**src/rtl/step_ctrl_pkg.sv**
```systemverilog
// Shared definitions for the CPU execution-rate controller: state codes,
// default timing parameters and a counter-width helper.
package step_ctrl_pkg;

    typedef enum logic [1:0] {
        ST_STEP   = 2'b00,
        ST_RUN    = 2'b01,
        ST_HALTED = 2'b10
    } state_e;

    localparam int unsigned DIV_SLOW_DEFAULT        = 25_000_000;
    localparam int unsigned DEBOUNCE_CYCLES_DEFAULT = 500_000;

    // Bits needed to hold 0..n-1; never less than one bit.
    function automatic int unsigned cnt_width(input int unsigned n);
        return (n > 1) ? $clog2(n) : 1;
    endfunction

endpackage

```
**src/rtl/btn_debounce.sv**
```systemverilog
// Pushbutton conditioner: 2-flop synchronizer, stability counter and a
// registered one-cycle pulse on every debounced 0->1 transition.
module btn_debounce
    import step_ctrl_pkg::*;
#(
    parameter int unsigned DEBOUNCE_CYCLES = DEBOUNCE_CYCLES_DEFAULT
) (
    input  logic clk,
    input  logic resetn,
    input  logic raw,
    output logic level,
    output logic rise
);

    localparam int unsigned   CW       = cnt_width(DEBOUNCE_CYCLES);
    localparam logic [CW-1:0] CNT_LAST = CW'(DEBOUNCE_CYCLES - 1);

    logic          sync1_q;
    logic          sync2_q;
    logic          level_q;
    logic          level_d;
    logic          level_dly_q;
    logic          rise_q;
    logic [CW-1:0] cnt_q;
    logic [CW-1:0] cnt_d;

    // NOTE: defaults first so every path assigns cnt_d/level_d; a path that
    // left either unassigned would infer a latch.
    always_comb begin
        cnt_d   = '0;
        level_d = level_q;
        if (sync2_q != level_q) begin
            if (cnt_q == CNT_LAST) begin
                level_d = ~level_q;
            end else begin
                cnt_d = cnt_q + CW'(1);
            end
        end
    end

    // NOTE: non-blocking assignments so each flop samples its neighbours'
    // pre-edge values; blocking here would collapse the synchronizer chain.
    always_ff @(posedge clk) begin
        if (!resetn) begin
            sync1_q     <= 1'b0;
            sync2_q     <= 1'b0;
            cnt_q       <= '0;
            level_q     <= 1'b0;
            level_dly_q <= 1'b0;
            rise_q      <= 1'b0;
        end else begin
            sync1_q     <= raw;
            sync2_q     <= sync1_q;
            cnt_q       <= cnt_d;
            level_q     <= level_d;
            level_dly_q <= level_q;
            rise_q      <= level_q & ~level_dly_q;
        end
    end

    assign level = level_q;
    assign rise  = rise_q;

endmodule

```
**src/rtl/cpu_step_ctrl.sv**
```systemverilog
// Execution-rate controller: issues single-cycle core enables in turbo,
// slow-divided or single-step mode, halts on request, counts enables.
module cpu_step_ctrl
    import step_ctrl_pkg::*;
#(
    parameter int unsigned DIV_SLOW        = DIV_SLOW_DEFAULT,
    parameter int unsigned DEBOUNCE_CYCLES = DEBOUNCE_CYCLES_DEFAULT
) (
    input  logic        clk,
    input  logic        resetn,
    input  logic        turbo_mode,
    input  logic        run_sw,
    input  logic        step_btn,
    input  logic        halt_req,
    output logic        cpu_en,
    output logic [1:0]  state_o,
    output logic [15:0] instr_cnt
);

    localparam int unsigned   DW       = cnt_width(DIV_SLOW);
    localparam logic [DW-1:0] DIV_LAST = DW'(DIV_SLOW - 1);

    logic          turbo_s1_q;
    logic          turbo_s2_q;
    logic          run_s1_q;
    logic          run_s2_q;
    logic          step_pulse;
    logic          unused_btn_level;

    state_e        state_q;
    logic [DW-1:0] div_q;
    logic          cpu_en_q;
    logic [15:0]   instr_cnt_q;

    btn_debounce #(
        .DEBOUNCE_CYCLES (DEBOUNCE_CYCLES)
    ) u_step_btn (
        .clk    (clk),
        .resetn (resetn),
        .raw    (step_btn),
        .level  (unused_btn_level),
        .rise   (step_pulse)
    );

    // Enable and divider default to idle each cycle; only the branch that
    // issues an enable or advances the slow divider overrides them, which
    // also gives halt_req and mode changes priority over enable generation.
    always_ff @(posedge clk) begin
        if (!resetn) begin
            turbo_s1_q  <= 1'b0;
            turbo_s2_q  <= 1'b0;
            run_s1_q    <= 1'b0;
            run_s2_q    <= 1'b0;
            state_q     <= ST_STEP;
            div_q       <= '0;
            cpu_en_q    <= 1'b0;
            instr_cnt_q <= '0;
        end else begin
            turbo_s1_q  <= turbo_mode;
            turbo_s2_q  <= turbo_s1_q;
            run_s1_q    <= run_sw;
            run_s2_q    <= run_s1_q;
            cpu_en_q    <= 1'b0;
            div_q       <= '0;
            instr_cnt_q <= instr_cnt_q + 16'(cpu_en_q);

            unique case (state_q)
                ST_STEP: begin
                    if (halt_req) begin
                        state_q <= ST_HALTED;
                    end else if (run_s2_q) begin
                        state_q <= ST_RUN;
                    end else if (step_pulse) begin
                        cpu_en_q <= 1'b1;
                    end
                end
                ST_RUN: begin
                    if (halt_req) begin
                        state_q <= ST_HALTED;
                    end else if (!run_s2_q) begin
                        state_q <= ST_STEP;
                    end else if (turbo_s2_q) begin
                        cpu_en_q <= 1'b1;
                    end else if (div_q == DIV_LAST) begin
                        cpu_en_q <= 1'b1;
                    end else begin
                        div_q <= div_q + DW'(1);
                    end
                end
                ST_HALTED: begin
                    if (step_pulse) begin
                        state_q <= run_s2_q ? ST_RUN : ST_STEP;
                    end
                end
                default: state_q <= ST_STEP;
            endcase
        end
    end

    assign cpu_en    = cpu_en_q;
    assign state_o   = state_q;
    assign instr_cnt = instr_cnt_q;

endmodule

```
**config.mk**
```make
export PLATFORM = sky130hd
export DESIGN_NAME = cpu_step_ctrl
export DESIGN_NICKNAME = d
export VERILOG_FILES = /design/src/rtl/step_ctrl_pkg.sv /design/src/rtl/btn_debounce.sv /design/src/rtl/cpu_step_ctrl.sv
export SDC_FILE = /design/constraint.sdc
export NUM_CORES = 1
export LEC_CHECK = 0
export ABC_AREA = 0
export BUFFER_PORTS_ARGS = -buffer_cell sky130_fd_sc_hd__buf_2
export CORE_MARGIN = 3
export CORE_UTILIZATION = 53
export DETAILED_ROUTE_END_ITERATION = 10
export GPL_ROUTABILITY_DRIVEN = 0
export MAX_ROUTING_LAYER = met4
export PLACE_DENSITY = 0.75
export SYNTH_ARGS = -nofsm -noshare
export SYNTH_HDL_FRONTEND = slang
export SYNTH_SLANG_ARGS = --single-unit
```
**constraint.sdc**
```tcl
create_clock -name clk -period 1.85 [get_ports clk]
set_input_delay 0.2775 -clock clk [delete_from_list [all_inputs] [get_ports clk]]
set_output_delay 0.2775 -clock clk [all_outputs]
set_load 0.03 [all_outputs]
```
Word-level counts from Yosys, hierarchy flattened
Cells that the tools add are included.

storage, ports and cells
  output and inout port bits = 19
  input bits = 6
  flip-flop bits (word level) = 72
  word-level logic and storage cells = 52

cells by class
  $add $sub $neg = 3
  equality and inequality tests = 8
  mux-type cells = 15
  bitwise gates (word level) = 7
  reduce and logical (&&, ||, !) cells = 5

operator list
  kind                                                   count
  adder 25 x 1 -> 25 bit, second input constant          1
  == test 25 bit, second input constant                  1
  adder 19 x 1 -> 19 bit, second input constant          1
  == test 19 bit, second input constant                  1
  adder 16 x 1 -> 16 bit                                 1
  2-to-1 mux 2 bit                                       5
  2-to-1 mux 1 bit                                       8
  inequality test 3 bit, second input constant           2
  inverter 1 bit                                         6
  one-hot mux 2 bit (3 select lines)                     1
  OR reduction 6 bit                                     1
  AND reduction 3 bit                                    1
  OR reduction 3 bit                                     1
  == test 2 x 1 -> 1 bit, second input constant          1
  == test 2 bit, second input constant                   1
  logical NOT 2 bit                                      1
  inequality test 2 x 1 -> 1 bit, second input constant  1
  one-hot mux 1 bit (2 select lines)                     1
  AND reduction 2 bit                                    1
  AND 1 bit                                              1
  inequality test 1 bit                                  1

Longest topological paths before layout
Gate-level depths: netlist (run 1).

  depth in word-level cells = 6
  mapped depth = 6
  mapped depth without buffers = 6

Cells and area by module
A second synthesis (run 1) with hierarchy kept.

second synthesis, totals
  cell total of the unflattened synthesis = 349
  area, all modules = 3266.9 sq um

by module, submodules not included
  module         seq. area each (sq um)  cells each  area each (sq um)  instances
  cpu_step_ctrl  960.9                   236         2220.9             1
  btn_debounce   480.5                   113         1046.0             1

Worst setup path before layout (run 1)
OpenSTA, ideal clock, no wires.

  path type = flip-flop to flip-flop
  start point = register instr_cnt_q[0] (netlist: instr_cnt[0])
  end point = register instr_cnt_q[12] (netlist: instr_cnt[12])
  cell stages (with the launch flop) = 7
  setup time = 0.070 ns
  period minus slack after synthesis = 1.891 ns
  arrival = 1.821 ns
  slack = -0.041 ns
  cells stage by stage = dfxtp_1 > ha_1 > ha_1 > nand3_1 > or2_2 > or3_1 > a21oi_1

between the ends
  word-level cells in the longest chain between the ends = 1

RTL lines
  what                      RTL line             text
  start: declaration        cpu_step_ctrl.sv:33  logic [15:0] instr_cnt_q;
  start signal: assignment  cpu_step_ctrl.sv:65  instr_cnt_q <= instr_cnt_q + 16'(cpu_en_q);
  adder 16 x 1 -> 16 bit    cpu_step_ctrl.sv:65

Every way passes these cells.
A chain may end at the register's enable or synchronous reset.

Worst setup path after layout (run 1)
  start point = register div_q[23]
  end point = register div_q[17]

between the ends
  word-level cells in the longest chain between the ends = 2

RTL lines
  what                                 RTL line             text
  start: declaration                   cpu_step_ctrl.sv:31  logic [DW-1:0] div_q;
  start signal: assignment             cpu_step_ctrl.sv:87  div_q <= div_q + DW'(1);
  == test 25 bit                       cpu_step_ctrl.sv:84  end else if (div_q == DIV_LAST) begin
  OR reduction 6 bit (no source line)  --

Every way passes these cells.

==> qor.csv, run 1 <==
metric,value,unit
status,"complete, no violations",
Fmax,556.3,MHz
Psw,636.8,uW
area delta synth->final,20.46,%
number of diodes,0,
hold crit path type,input pin to flop,
CTS root buf,clkbuf_8,
total number of vias,2692,
CTS H-tree depth,3,
total track usage,20.48,%
count of final hold-check violations,0,
starting DRC count in detailed routing,191,
port buffer count,24,
Hold WS,139.6,ps
Slew headroom,68.49,%
"Cell Chain, Critical Path","or4b_2, nor3_2, a41o_1, buf_4, a211oi_1",
Final Power,2972,uW
Crit Path Max Fanout,13,
Startpoint Class,flop,
sequential area share after synthesis,46.58,%
Setup crit end kind,flop,
Routed WL,6.332,mm
Starting Density,55.51,%
Die W,82.41,um
Clock Path Buffers,2,
syn_nets,356,
count of cell types in the netlist,37,
combinational share of power,1.6,%
slowest cell on the critical path,or4b_2,
Final Util,66.87,%
clock skew,9.269,ps
Flop pwr share,52.6,%
worst slew pin tran,472.2,ps
total congestion overflow,0,
clock share of power,45.8,%
Setup CP Type,flop to flop,
Avg WL per Cell,13.33,um
DIE HEIGHT,82.41,um
antenna violations before repair,0,
Sw Ratio,21.42,%
Post-Synthesis Cells,346,
Power Dens Cells,797.5,nW/um^2
DR pass1 iterations,4,
largest net degree at the start of global routing,27,
Residual DRC,0,
"Clk Latency, worst-skew pair",350,ps
HPWL after detailed placement,4.319,mm
VDD IR-drop max,0.0005705,V
Vias/cell,5.667,
clock sinks,72,
"Reg clk slew, reported paths",80,ps
critical path required time,2060,ps
DP Worst Slack,33.04,ps
syn_area_per_cell,8.943,um^2
Num CTS Buffers,9,
WP data arrival,2010,ps
final slew viol count,0,
Final setup violation count,0,
Final Critical Period,1798,ps
Tcrit/Tclk final,97.16,%
Placeable Area,5574,um^2
DIE AREA,6791,um^2
Pleak,0.001318,uW
MaxCap Viol Count,0,
final worst slack,52.49,ps
#FFs+latches synth,72,
CTS tree,yes,
Int Pwr,2336,uW
largest stage delay on the critical path,690,ps
fin nets,408,
ANT nets after route,0,
vias in the first global route,2405,
number of hold buffers added after CTS,0,
Synth warnings,0,
global-route wire length before repair,10.45,mm
Top Ports,25,
area of the mapped netlist,3094,um^2
FP Rows,27,
layout cells sized above 1,21.09,%
-- power groups by stage --
stage	combinational [uW]	sequential, uW	clock (uW)
after floorplan	26.2	1600	0
after global placement	47.9	1600	0
after detailed placement	49.2	1600	0
after CTS	49.5	1560	1390
after global routing	54.5	1560	1460
final	49.0	1560	1360
-- Yosys cell counts, drive strengths merged --
master  count  area (um^2)
dfxtp      72         1441
nor2       29        108.9
nand3      20        100.1
nor3       20        100.1
nand4      19        125.1
nand2      18        67.56
xor2       18        157.7
o21ai      16        80.08
or3        15        93.84
xnor2      14        122.6
a211oi     13        97.59
and2       11        68.82
a21oi      10        50.05
inv        10        37.54
and3        7        43.79
or4         7        52.55
nor4        6        37.54
o31ai       6        45.04
and4        5        43.79
buf         5        23.77
clkbuf      5        18.77
ha          4        50.05
nor2b       2        12.51
o21a        2        15.01
or2         2        12.51
a21bo       1        10.01
a31o        1        8.760
a31oi       1        6.260
a41o        1        10.01
a41oi       1        8.760
mux2i       1        10.01
nand3b      1        7.510
nor4b       1        8.760
o21bai      1        7.510
or4b        1        10.01
-- per-layer routing --
layer	GRT usage, %	share of wire (%)	vias up
met5	-	0	-
met4	9.136	1.6	0
met3	4.447	3.6	10
met2	33.41	47	38
met1	24.19	48	1273
li1	-	-	1371
-- state kept, by name, indices dropped and copies added (netlist names) --
register and cells:
run_s1_q 1, u_step_btn.level_dly_q 1, div_q 25, u_step_btn.rise 1, u_step_btn.sync2_q 1, turbo_s1_q 1
instr_cnt 16, turbo_s2_q 1, state_o 2, cpu_en 1, u_step_btn.sync1_q 1, u_step_btn.cnt_q 19
u_step_btn.level 1, run_s2_q 1
-- through the flow --
step                      area [um^2]  instances  setup TNS [ps]
after global placement           3468        457               0
after detailed placement         3468        457               0
after floorplan                  3100        346               0
after global routing             3727        475          -19.86
final                            3727        475               0
after CTS                        3687        473               0
-- cells by family after synthesis --
logic type,count (synthesis),synth area share [%]
AND/OR/NAND/NOR,164,28.87
flip-flops,72,46.58
AO/OA/AOI/OAI,53,10.96
XOR/XNOR,32,9.058
buffers and inverters,20,2.588
adder cells (fa/ha/maj),4,1.618
multiplexers,1,0.3235
-- area by class of cell --
class	instances	area, um^2
inverter	10	37.54
fill	441	1847
clock inverter	7	95.09
tap	72	90.09
timing repair buffer	51	335.3
clock buffer	9	123.9
sequential	72	1448
multi-input combinational	254	1598
-- final timing paths --
check	startpoint	end	slack, ps	depth (start not counted)
hold / removal	turbo_mode	turbo_s1_q	140	2
hold reg to reg	u_step_btn.level_dly_q	u_step_btn.rise	400	1
setup reg to reg	div_q[23]	div_q[17]	50	5
setup / recovery	div_q[23]	div_q[17]	50	5
-- repair_timing --
| action | 4_1_cts | 5_1_grt |
|---|---|---|
| setup endpoints to repair | 0 | 27 |
| setup buffers | 0 | 2 |
| resized for setup | 0 | 9 |
-- cell usage in the layout (no fill, tap or decap), drive strengths merged, types with 9 or more instances in the layout --
master  instances
nor3           20
nand3          20
nand4          19
buf            51
dfxtp          72
o21ai          16
and2           11
xnor2          14
nand2          18
or3            15
clkbuf          9
nor2           29
xor2           18
a211oi         13
a21oi          10
inv            11
-- critical path: cells and delay by family (launching register included) --
kind / cells / cell delay [ps]
AOI/OAI and AO/OA: 2 / 280
buffers and inverters: 1 / 210
DFF: 1 / 340
and+or+nand+nor: 2 / 860
Note: power is estimated with default switching activity, not from simulation.
==> run 2, diff against run 1 <==
--- a/config.mk
+++ b/config.mk
@@ -7,12 +7,13 @@
 export LEC_CHECK = 0
 export ABC_AREA = 0
 export BUFFER_PORTS_ARGS = -buffer_cell sky130_fd_sc_hd__buf_2
+export CAP_MARGIN = 20
+export CORE_ASPECT_RATIO = 0.6
 export CORE_MARGIN = 3
-export CORE_UTILIZATION = 53
+export CORE_UTILIZATION = 30
 export DETAILED_ROUTE_END_ITERATION = 10
 export GPL_ROUTABILITY_DRIVEN = 0
 export MAX_ROUTING_LAYER = met4
-export PLACE_DENSITY = 0.75
 export SYNTH_ARGS = -nofsm -noshare
 export SYNTH_HDL_FRONTEND = slang
 export SYNTH_SLANG_ARGS = --single-unit
==> run 2 against run 1 <==
Net effect:
- non-clock buffer count increased by 7
- routed wire length increased by 9.7%
- register-to-register slack improved by 30 ps
- first-iteration DRC count decreased by 19%
- global-route usage decreased by 7.6 points
- largest power group is now clock
- total power increased by 16%
- sequential share of layout area decreased by 2.3 points
- via count decreased by 0.41%
- core utilization decreased by 27 points
- highest routed layer unchanged
==> qor.csv, run 2 (synthesis gave the netlist of run 1 again) <==
metric,value,unit,change
Non-Filler Instances,545,,+15%
CTS tree,yes,,
number of diodes,0,,unchanged
final instance area,3956,um^2,+6.1%
VDD IR-drop max,0.0004027,V,-29%
Residual DRC,0,,unchanged
Top Ports,25,,unchanged
CTS H-tree depth,3,,unchanged
MaxCap Viol Count,0,,unchanged
global-route wire length before repair,11.54,mm,+10%
vias in the first global route,2414,,+0.37%
count of final hold-check violations,0,,unchanged
total number of vias,2681,,-0.41%
Biggest register,div_q,,
"most common cell after layout, fill and taps aside",dfxtp_1,,
# placed instances,528,,+16%
"Reg clk slew, reported paths",50,ps,-30 ps
fin nets,415,,+1.7%
Starting Density,31.10,%,-24 points
FP Rows,28,,+3.7%
fillers,989,,+120%
Routed WL,6.945,mm,+9.7%
Vias/cell,4.919,,-13%
DIE AREA,11610,um^2,+71%
Power Dens Cells,869.3,nW/um^2,+9.0%
Setup crit end kind,flop,,
DR pass1 iterations,4,,unchanged
clock sinks,72,,unchanged
port buffer count,24,,unchanged
antenna violations before repair,0,,unchanged
Clock Path Buffers,2,,unchanged
DP Worst Slack,55.19,ps,+22.15 ps
Die W,137.1,um,+66%
number of flip-flops in the largest register,25,,unchanged
total congestion overflow,0,,unchanged
layout cells sized above 1,21.22,%,+0.13 points
area delta synth->final,27.86,%,
Startpoint Class,flop,,
final slew viol count,0,,unchanged
Final setup violation count,0,,unchanged
Hold WS,178.2,ps,+38.59 ps
launch point of the worst path,div_q[9],,
DIE HEIGHT,84.67,um,+2.7%
total track usage,12.90,%,-7.6 points
HPWL after detailed placement,4.990,mm,+16%
Post-Place Cell Area,3607,um^2,+4.0%
most frequent cells in the layout,"68 x dfxtp_1, 33 x buf_4, 29 x nor2_1",,
critical path required time,2100,ps,+40 ps
hold crit path type,input pin to flop,,
worst flop-to-flop path startpoint,div_q[9],,
WP data arrival,2020,ps,about the same
ANT nets after route,0,,unchanged
Crit Path Max Fanout,5,,-8
Num CTS Buffers,9,,unchanged
Tcrit/Tclk final,95.50,%,-1.7 points
largest net degree at the start of global routing,27,,unchanged
Final Power,3439,uW,+16%
status,"complete, no violations",,
"Clk Latency, worst-skew pair",330,ps,-20 ps
final worst slack,83.34,ps,+30.85 ps
clock skew,5.166,ps,-4.103 ps
Hold Startpoint,turbo_mode,,
starting DRC count in detailed routing,154,,-19%
worst slew pin tran,425.8,ps,-46.37 ps
Fmax,566.0,MHz,+1.7%
Placeable Area,9950,um^2,+78%
Setup CP Type,flop to flop,,
Pleak,0.001402,uW,+6.4%
r2r setup slk,80,ps,+30 ps
Slew headroom,71.40,%,+2.9 points
Avg WL per Cell,12.74,um,-4.4%
Final Critical Period,1767,ps,-30.85 ps
CTS root buf,clkbuf_16,,
==> run 2: cell types whose count changed in the layout (fill, tap and decap cells not counted), moves of 3 or more <==
cell / change
clkbuf_16: +9
clkbuf_1: +3
buf_4: +7
clkbuf_8: -8
==> run 2: stage by stage <==
stage                     TNS, ps  util, %
final                           0    39.76
after global routing       -6.272    39.76
after CTS                       0    39.42
after detailed placement        0    36.25
after global placement          0    36.25
after floorplan                 0        -
==> run 2: metal layers <==
layer / vias to the layer above / wire length, um / global-route usage, %
li1: 1379 / - / -
met1: 1234 / 3861 / 19.16
met2: 62 / 2629 / 15.61
met3: 6 / 411 / 4.132
met4: 0 / 42 / 5.163
met5: - / 0 / -
==> run 2: area by class of cell <==
cell class / count / area [um^2] / share of cell area (%)
clock buffers: 13 / 250.2 / 6.325
inverters: 10 / 37.54 / 0.9488
multi-input cells: 254 / 1600 / 40.45
repair buffers: 58 / 387.9 / 9.804
well taps: 135 / 168.9 / 4.269
flip-flops and latches: 72 / 1446 / 36.56
clock inverters: 3 / 65.06 / 1.645
==> run 2: final timing paths <==
path | to | depth (start not counted)
setup / recovery | div_q[20] | 4
hold / removal | turbo_s1_q | 2
setup reg to reg | div_q[20] | 4
hold reg to reg | u_step_btn.rise | 1
==> run 2: worst max-delay path: stages, from the launching register on <==
cell and delay [ps]:
dfxtp_1 400, and4_1 270, nand4_1 220, or4_1 580, a211oi_2 220
==> run 2: timing repair <==
item / 4_1_cts / 5_1_grt
setup endpoints to repair: 0 / 12
hold buffers: 0 / 0
gates resized for setup: 0 / 7
buffers inserted: 0 / 1
==> run 2: power by group <==
group / leakage, uW / internal [uW] / total, uW / switching [uW]
clock network: 0.000154 / 1220 / 1820 / 605
registers: 0.000583 / 1560 / 1570 / 6.09
logic: 0.000665 / 19.5 / 52.4 / 32.9
total: 0.00140 / 2800 / 3440 / 644
